==> src/rtl/fft_cnt_pkg.sv <==
// Shared constants for the FFT frame counter: FSM state encoding and run modes.
// Latency: n/a (declarations only).
// Backpressure: n/a (declarations only).
package fft_cnt_pkg;

    // A single state bit means exactly one of IDLE/RUN is active by construction.
    localparam logic [0:0] ST_IDLE = 1'b0;
    localparam logic [0:0] ST_RUN  = 1'b1;

    localparam logic MODE_ONESHOT = 1'b0;
    localparam logic MODE_CONT    = 1'b1;

endpackage

==> src/rtl/fft_frame_counter.sv <==
// Counts accepted samples into frames of thresh+1 samples, one-shot or auto-reload.
// Latency: cnt/full/frame_cnt update one clk after the qualifying valid; busy/not_zero are combinational from registers.
// Backpressure: none; valid is an accept strobe, every valid in RUN is counted unless abort is high.
//
// Ports:
//   clk, rst_n        clock and asynchronous active-low reset
//   thresh, mode      terminal count and run mode, latched only when a run starts
//   start, abort      begin a run from IDLE / cancel a run (abort has priority)
//   valid             sample-accepted strobe
//   cnt, not_zero     sample index within the current frame, and cnt != 0
//   busy              high while running
//   full              one-cycle pulse after the terminal sample of a frame
//   frame_cnt         completed frames since the last start, wrapping
module fft_frame_counter
    import fft_cnt_pkg::*;
#(
    parameter int unsigned CNT_W = 8,
    parameter int unsigned FRM_W = 4
) (
    input  logic             clk,
    input  logic             rst_n,
    input  logic [CNT_W-1:0] thresh,
    input  logic             mode,
    input  logic             start,
    input  logic             abort,
    input  logic             valid,
    output logic [CNT_W-1:0] cnt,
    output logic             busy,
    output logic             not_zero,
    output logic             full,
    output logic [FRM_W-1:0] frame_cnt
);

    logic [0:0]       state_q, state_d;
    logic [CNT_W-1:0] cnt_q,   cnt_d;
    logic [FRM_W-1:0] frm_q,   frm_d;
    logic [CNT_W-1:0] thr_q,   thr_d;
    logic             mode_q,  mode_d;
    logic             full_q,  full_d;

    always_comb begin
        state_d = state_q;
        cnt_d   = cnt_q;
        frm_d   = frm_q;
        thr_d   = thr_q;
        mode_d  = mode_q;
        full_d  = 1'b0;

        if (state_q == ST_IDLE) begin
            // A valid in the start cycle is deliberately not counted.
            if (start && !abort) begin
                state_d = ST_RUN;
                thr_d   = thresh;
                mode_d  = mode;
                cnt_d   = '0;
                frm_d   = '0;
            end
        end else begin
            if (abort) begin
                // Abort suppresses the full pulse even on a terminal valid;
                // the completed-frame count is kept for inspection.
                state_d = ST_IDLE;
                cnt_d   = '0;
            end else if (valid) begin
                if (cnt_q == thr_q) begin
                    cnt_d  = '0;
                    full_d = 1'b1;
                    frm_d  = frm_q + FRM_W'(1);
                    if (mode_q == MODE_ONESHOT) begin
                        state_d = ST_IDLE;
                    end
                end else begin
                    cnt_d = cnt_q + CNT_W'(1);
                end
            end
        end
    end

    always_ff @(posedge clk or negedge rst_n) begin
        if (!rst_n) begin
            state_q <= ST_IDLE;
            cnt_q   <= '0;
            frm_q   <= '0;
            thr_q   <= '0;
            mode_q  <= MODE_ONESHOT;
            full_q  <= 1'b0;
        end else begin
            state_q <= state_d;
            cnt_q   <= cnt_d;
            frm_q   <= frm_d;
            thr_q   <= thr_d;
            mode_q  <= mode_d;
            full_q  <= full_d;
        end
    end

    assign cnt       = cnt_q;
    assign busy      = (state_q == ST_RUN);
    assign not_zero  = |cnt_q;
    assign full      = full_q;
    assign frame_cnt = frm_q;

endmodule

==> config.mk <==
export PLATFORM = sky130hd
export DESIGN_NAME = fft_frame_counter
export DESIGN_NICKNAME = d
export VERILOG_FILES = /design/src/rtl/fft_cnt_pkg.sv /design/src/rtl/fft_frame_counter.sv
export SDC_FILE = /design/constraint.sdc
export NUM_CORES = 1
export LEC_CHECK = 0
export ABC_AREA = 0
export BUFFER_PORTS_ARGS = -buffer_cell sky130_fd_sc_hd__buf_2
export CORE_MARGIN = 2
export CORE_UTILIZATION = 25
export DETAILED_ROUTE_END_ITERATION = 10
export PLACE_DENSITY = 0.46
export SLEW_MARGIN = 20
export SYNTH_ARGS = -nofsm -noshare
export SYNTH_HDL_FRONTEND = slang
export SYNTH_SLANG_ARGS = --single-unit
==> constraint.sdc <==
create_clock -name clk -period 2.5 [get_ports clk]
set_input_delay 0.5 -clock clk [delete_from_list [all_inputs] [get_ports clk]]
set_output_delay 0.5 -clock clk [all_outputs]
set_load 0.05 [all_outputs]
# Word-level counts from Yosys, hierarchy flattened
# Cells that the tools add are included.
# word_totals
ff_bits	23
inputBits	14
output_inout_bits	15
wordCells	41
# classes
add_sub_neg	2
n_eq_ne	5
n_mux	20
n_bitwise	1
n_reduce_logical	7
# ops
op	n
two-way mux 8 bit	5
two-way mux 4 bit	5
two-way mux 1 bit	10
adder 8 x 1 -> 8 bit (second input constant)	1
equality test 8 bit	1
OR reduction 8 bit	1
adder 4 x 1 -> 4 bit (second input constant)	1
!= test 2 bit (second input constant)	2
AND reduction 2 bit	2
AND reduction 4 bit	1
!= test 3 bit (second input constant)	1
!= test 2 x 1 -> 1 bit (second input constant)	1
nonzero test 2 bit	1
logical AND 1 bit	1
zero test 1 bit	1
NOT 1 bit	1

# Longest topological paths before layout
# logic_depth
depth_word	5
depth_mapped	5
mapped_depth_nobuf	5

# Worst setup path after synthesis
# OpenSTA, ideal clock, no wires.
# synth_timing
kind	register -> output
start	register cnt_q[0], in the netlist cnt[0]
end	output not_zero
t_arrival_ps	1521
required_ps	2000
slack_ps	479
stages_incl_launch_ff	5
n_path_buf	0
cell_sequence	dfrtp_1 -> inv_1 -> ha_1 -> nor4b_1 -> nand2_1
# synth_between
elab_chain_len	1
# synth_rtl
element	line	text
start: declaration	fft_frame_counter.sv:35	logic [CNT_W-1:0] cnt_q, cnt_d;
start signal: assignment	fft_frame_counter.sv:89	cnt_q <= cnt_d;
OR reduction 8 bit	fft_frame_counter.sv:99	assign not_zero = |cnt_q;
end: declaration	fft_frame_counter.sv:29	output logic not_zero,
# Every way passes these cells.

# Worst setup path in the final report
# Same ends and word-level chain as after synthesis.

==> results.tsv <==
stage	metric	value	unit
sta	tns	0	ps
grt	grtUsageTotal	11.15	%
die	core-area	4786	um^2
sta	period_minus_slack	1976	ps
worst_setup_path	path_class	reg -> out	
synth	synth_ff_type	dfrtp_1	
worst_setup_path	critPathMaxFanout	7	
synth	seq_area_frac_synth	45.77	%
worst_setup_path	max_stage_delay	480	ps
synth	synth_area	1257	um^2
sta	finalSetupViolations	0	
route	drc	0	
layout	area_growth	21.09	%
sta	worst_pin_slew	509.2	ps
sta	worst_clock_skew	5.918	ps
worst_setup_path	worst-path-buf-inv	2	
cts	clk_latency	260	ps
layout	drive_above_1_share	32.88	%
cts	ctsHoldBuffers	0	
worst_setup_path	r2r_cells	4	
die	rows	25	
cts	cts_root_buffer	clkbuf_8	
cts	path_clk_slew	80	ps
worst_setup_path	critical_path.cell_chain	inv_1, ha_1, nor4b_1, nand2_1, buf_2	
die	die_w	74.92	um
synth	async_flop_share	100.0	%
route	first_iter_violations	41	
sta	final-hold-violation-count	0	
layout	antenna_cells	0	
worst_setup_path	worst_path_max_delay_cell	dfrtp_1	
layout	layout_common_cells	28 x buf_2, 23 x dfrtp_1, 14 x xnor2_1	
power	cellLeakagePower	0.0006561	uW
sta	slew_viol_final	0	
layout	final_common_cell	buf_2	
worst_setup_path	crit_required	2000	ps
hold_path	hp-class	in -> async	
route	post_drt_wl_per_cell	13.39	um
cts	post_cts_buffers	0	
worst_setup_path	worstSetupEndpoint	not_zero	
layout	stdcell_area	1523	um^2
cts	cts_tree	built	
synth	ys_warn_count	0	
layout	fill_cells	514	
flow_run	cap_viol_max_count	0	
grt	antenna_found_initial	0	
sta	slew_headroom	66.05	%
die	io_pins	29	
worst_setup_path	arrival	1480	ps
sta	fmax	506.2	MHz
cts	cts_buffers	3	
worst_setup_path	rr_startpoint	cnt[1]$_DFFE_PN0P_	
grt	globalRouteMet3Util	1.473	%
power	p_per_area	672.0	nW/um^2
place	dpl-instance-area	1478	um^2
worst_setup_path	reg2reg_to	frame_cnt[3]$_DFFE_PN0P_	
grt	busiest_layer	met2	
sta	rsz0062_at_grt	false	
route	viasPerCell	4.620	
worst_setup_path	cp.depth	5	
layout	finalNetCount	164	
grt	grt_max_degree	24	
synth	synth_edf_count	0	
worst_setup_path	start_kind	flip-flop	
synth	ys_seq_elements	23	
grt	grt_use_met2	16.96	%
worst_setup_path	cpLargestDelayFamily	flip-flops	
synth	synthCells	116	
cts	clock_sinks	23	
worst_setup_path	critPathCaptureType	output port	
grt	grt_pass1_wl	4.719	mm
synth	syn-num-nets	133	
die	initial_core_util	26.27	%
route	ant_nets	0	
place	gp_congestion	0.7918	
grt	grt.overflow.total	0	
route	num_vias	984	
grt	grt_pass1_vias	1009	
cts	cts_resized	0	
die	die_h	74.92	um
power	ir_worst_vdd	0.0002485	V
route	wl	2.852	mm
worst_setup_path	crit_start	cnt[0]$_DFFE_PN0P_	
synth	syn_area_per_cell	10.84	um^2
cts	cts.path.max_buffers	2	
cts	htreeDepth	1	
status	status	finished clean	
place	dp_hpwl	2.106	mm
synth	synth.distinct_cells	40	
die	dieArea	5613	um^2
grt	use_met1	15.65	%
route	first_pass_iters	2	
sta	min_period_over_period	79.02	%
worst_setup_path	r2r_slack	600	ps
place	io_buffer_count	28	
[state kept, by name (all words and copies together), names as in the netlist]
signal	cells
busy	1
cnt	8
frame_cnt	4
full	1
mode_q	1
thr_q	8
[synth_stat cells (all sizes together), types with 2 or more instances]
cell    instances  share of area (%)
inv             4                1.2
or2             2                1.0
nor3            2               0.80
mux2            9                8.1
a211oi          2                1.2
o21ai           3                1.2
xnor2          14                9.8
o211ai          2                1.2
a21oi           8                3.5
nand2          12                3.6
o311a           2                1.6
buf             4                1.8
dfrtp          23                 46
ha              3                3.0
nand3           5                2.0
nand4           2                1.5
[worst min path at each step]
stage	from	to	slack [ps]	cells after the start
after detailed placement	rst_n	thr_q[1]$_DFFE_PN0P_	510	1
final	rst_n	thr_q[1]$_DFFE_PN0P_	190	1
after global placement	rst_n	thr_q[0]$_DFFE_PN0P_	510	1
after floorplan	rst_n	busy$_DFF_PN0_	200	0
after global routing	rst_n	cnt[1]$_DFFE_PN0P_	240	1
after CTS	rst_n	thr_q[1]$_DFFE_PN0P_	220	1
[area by class of cell]
type / count / area [um^2] / area share (%)
Clock buffer: 4 / 45.04 / 2.958
Sequential cell: 23 / 575.6 / 37.80
Tap cell: 67 / 83.83 / 5.505
Inverter: 4 / 15.01 / 0.9860
Multi-Input combinational cell: 84 / 640.6 / 42.07
Timing Repair Buffer: 31 / 162.7 / 10.68
[metrics by stage]
stage | total power (uW) | utilization, % | instances | hold WS (ps) | setup WS (ps)
6_report | 1023 | 31.82 | 213 | 193.4 | 524.5
5_1_grt | 1084 | 31.82 | 213 | 243.1 | 375.9
4_1_cts | 1038 | 31.82 | 213 | 220.5 | 503.0
3_5_place_dp | 805.2 | 30.88 | 209 | 513.4 | 572.9
3_3_place_gp | 794.8 | 30.88 | 209 | 508.9 | 587.9
2_1_floorplan | 714.2 | - | 116 | 204.4 | 479.5
[power breakdown]
group | total [uW] | leakage (uW) | switching (uW) | internal [uW]
logic | 306 | 0.000336 | 193 | 113
registers | 485 | 0.000297 | 59.7 | 426
clock network | 232 | 0.0000228 | 118 | 114
[cells by family (layout without fill, tap and decap cells)]
kind of cell / Yosys count / after routing / share of synthesized area [%]
flip-flops: 23 / 23 / 45.77
AND/OR/NAND/NOR: 33 / 33 / 14.53
adder cells (fa/ha/maj): 3 / 3 / 2.985
multiplexers: 10 / 10 / 8.856
buffers and inverters: 9 / 39 / 3.283
AO/OA/AOI/OAI: 24 / 24 / 14.83
XOR/XNOR: 14 / 14 / 9.751
[metal layers]
metal | vias to the layer above | wire length, um
li1 | 483 | -
met1 | 479 | 1370
met2 | 17 | 1328
met3 | 5 | 103
met4 | 0 | 48
met5 | - | 0
No activity file was read; power rests on OpenSTA's default activity.
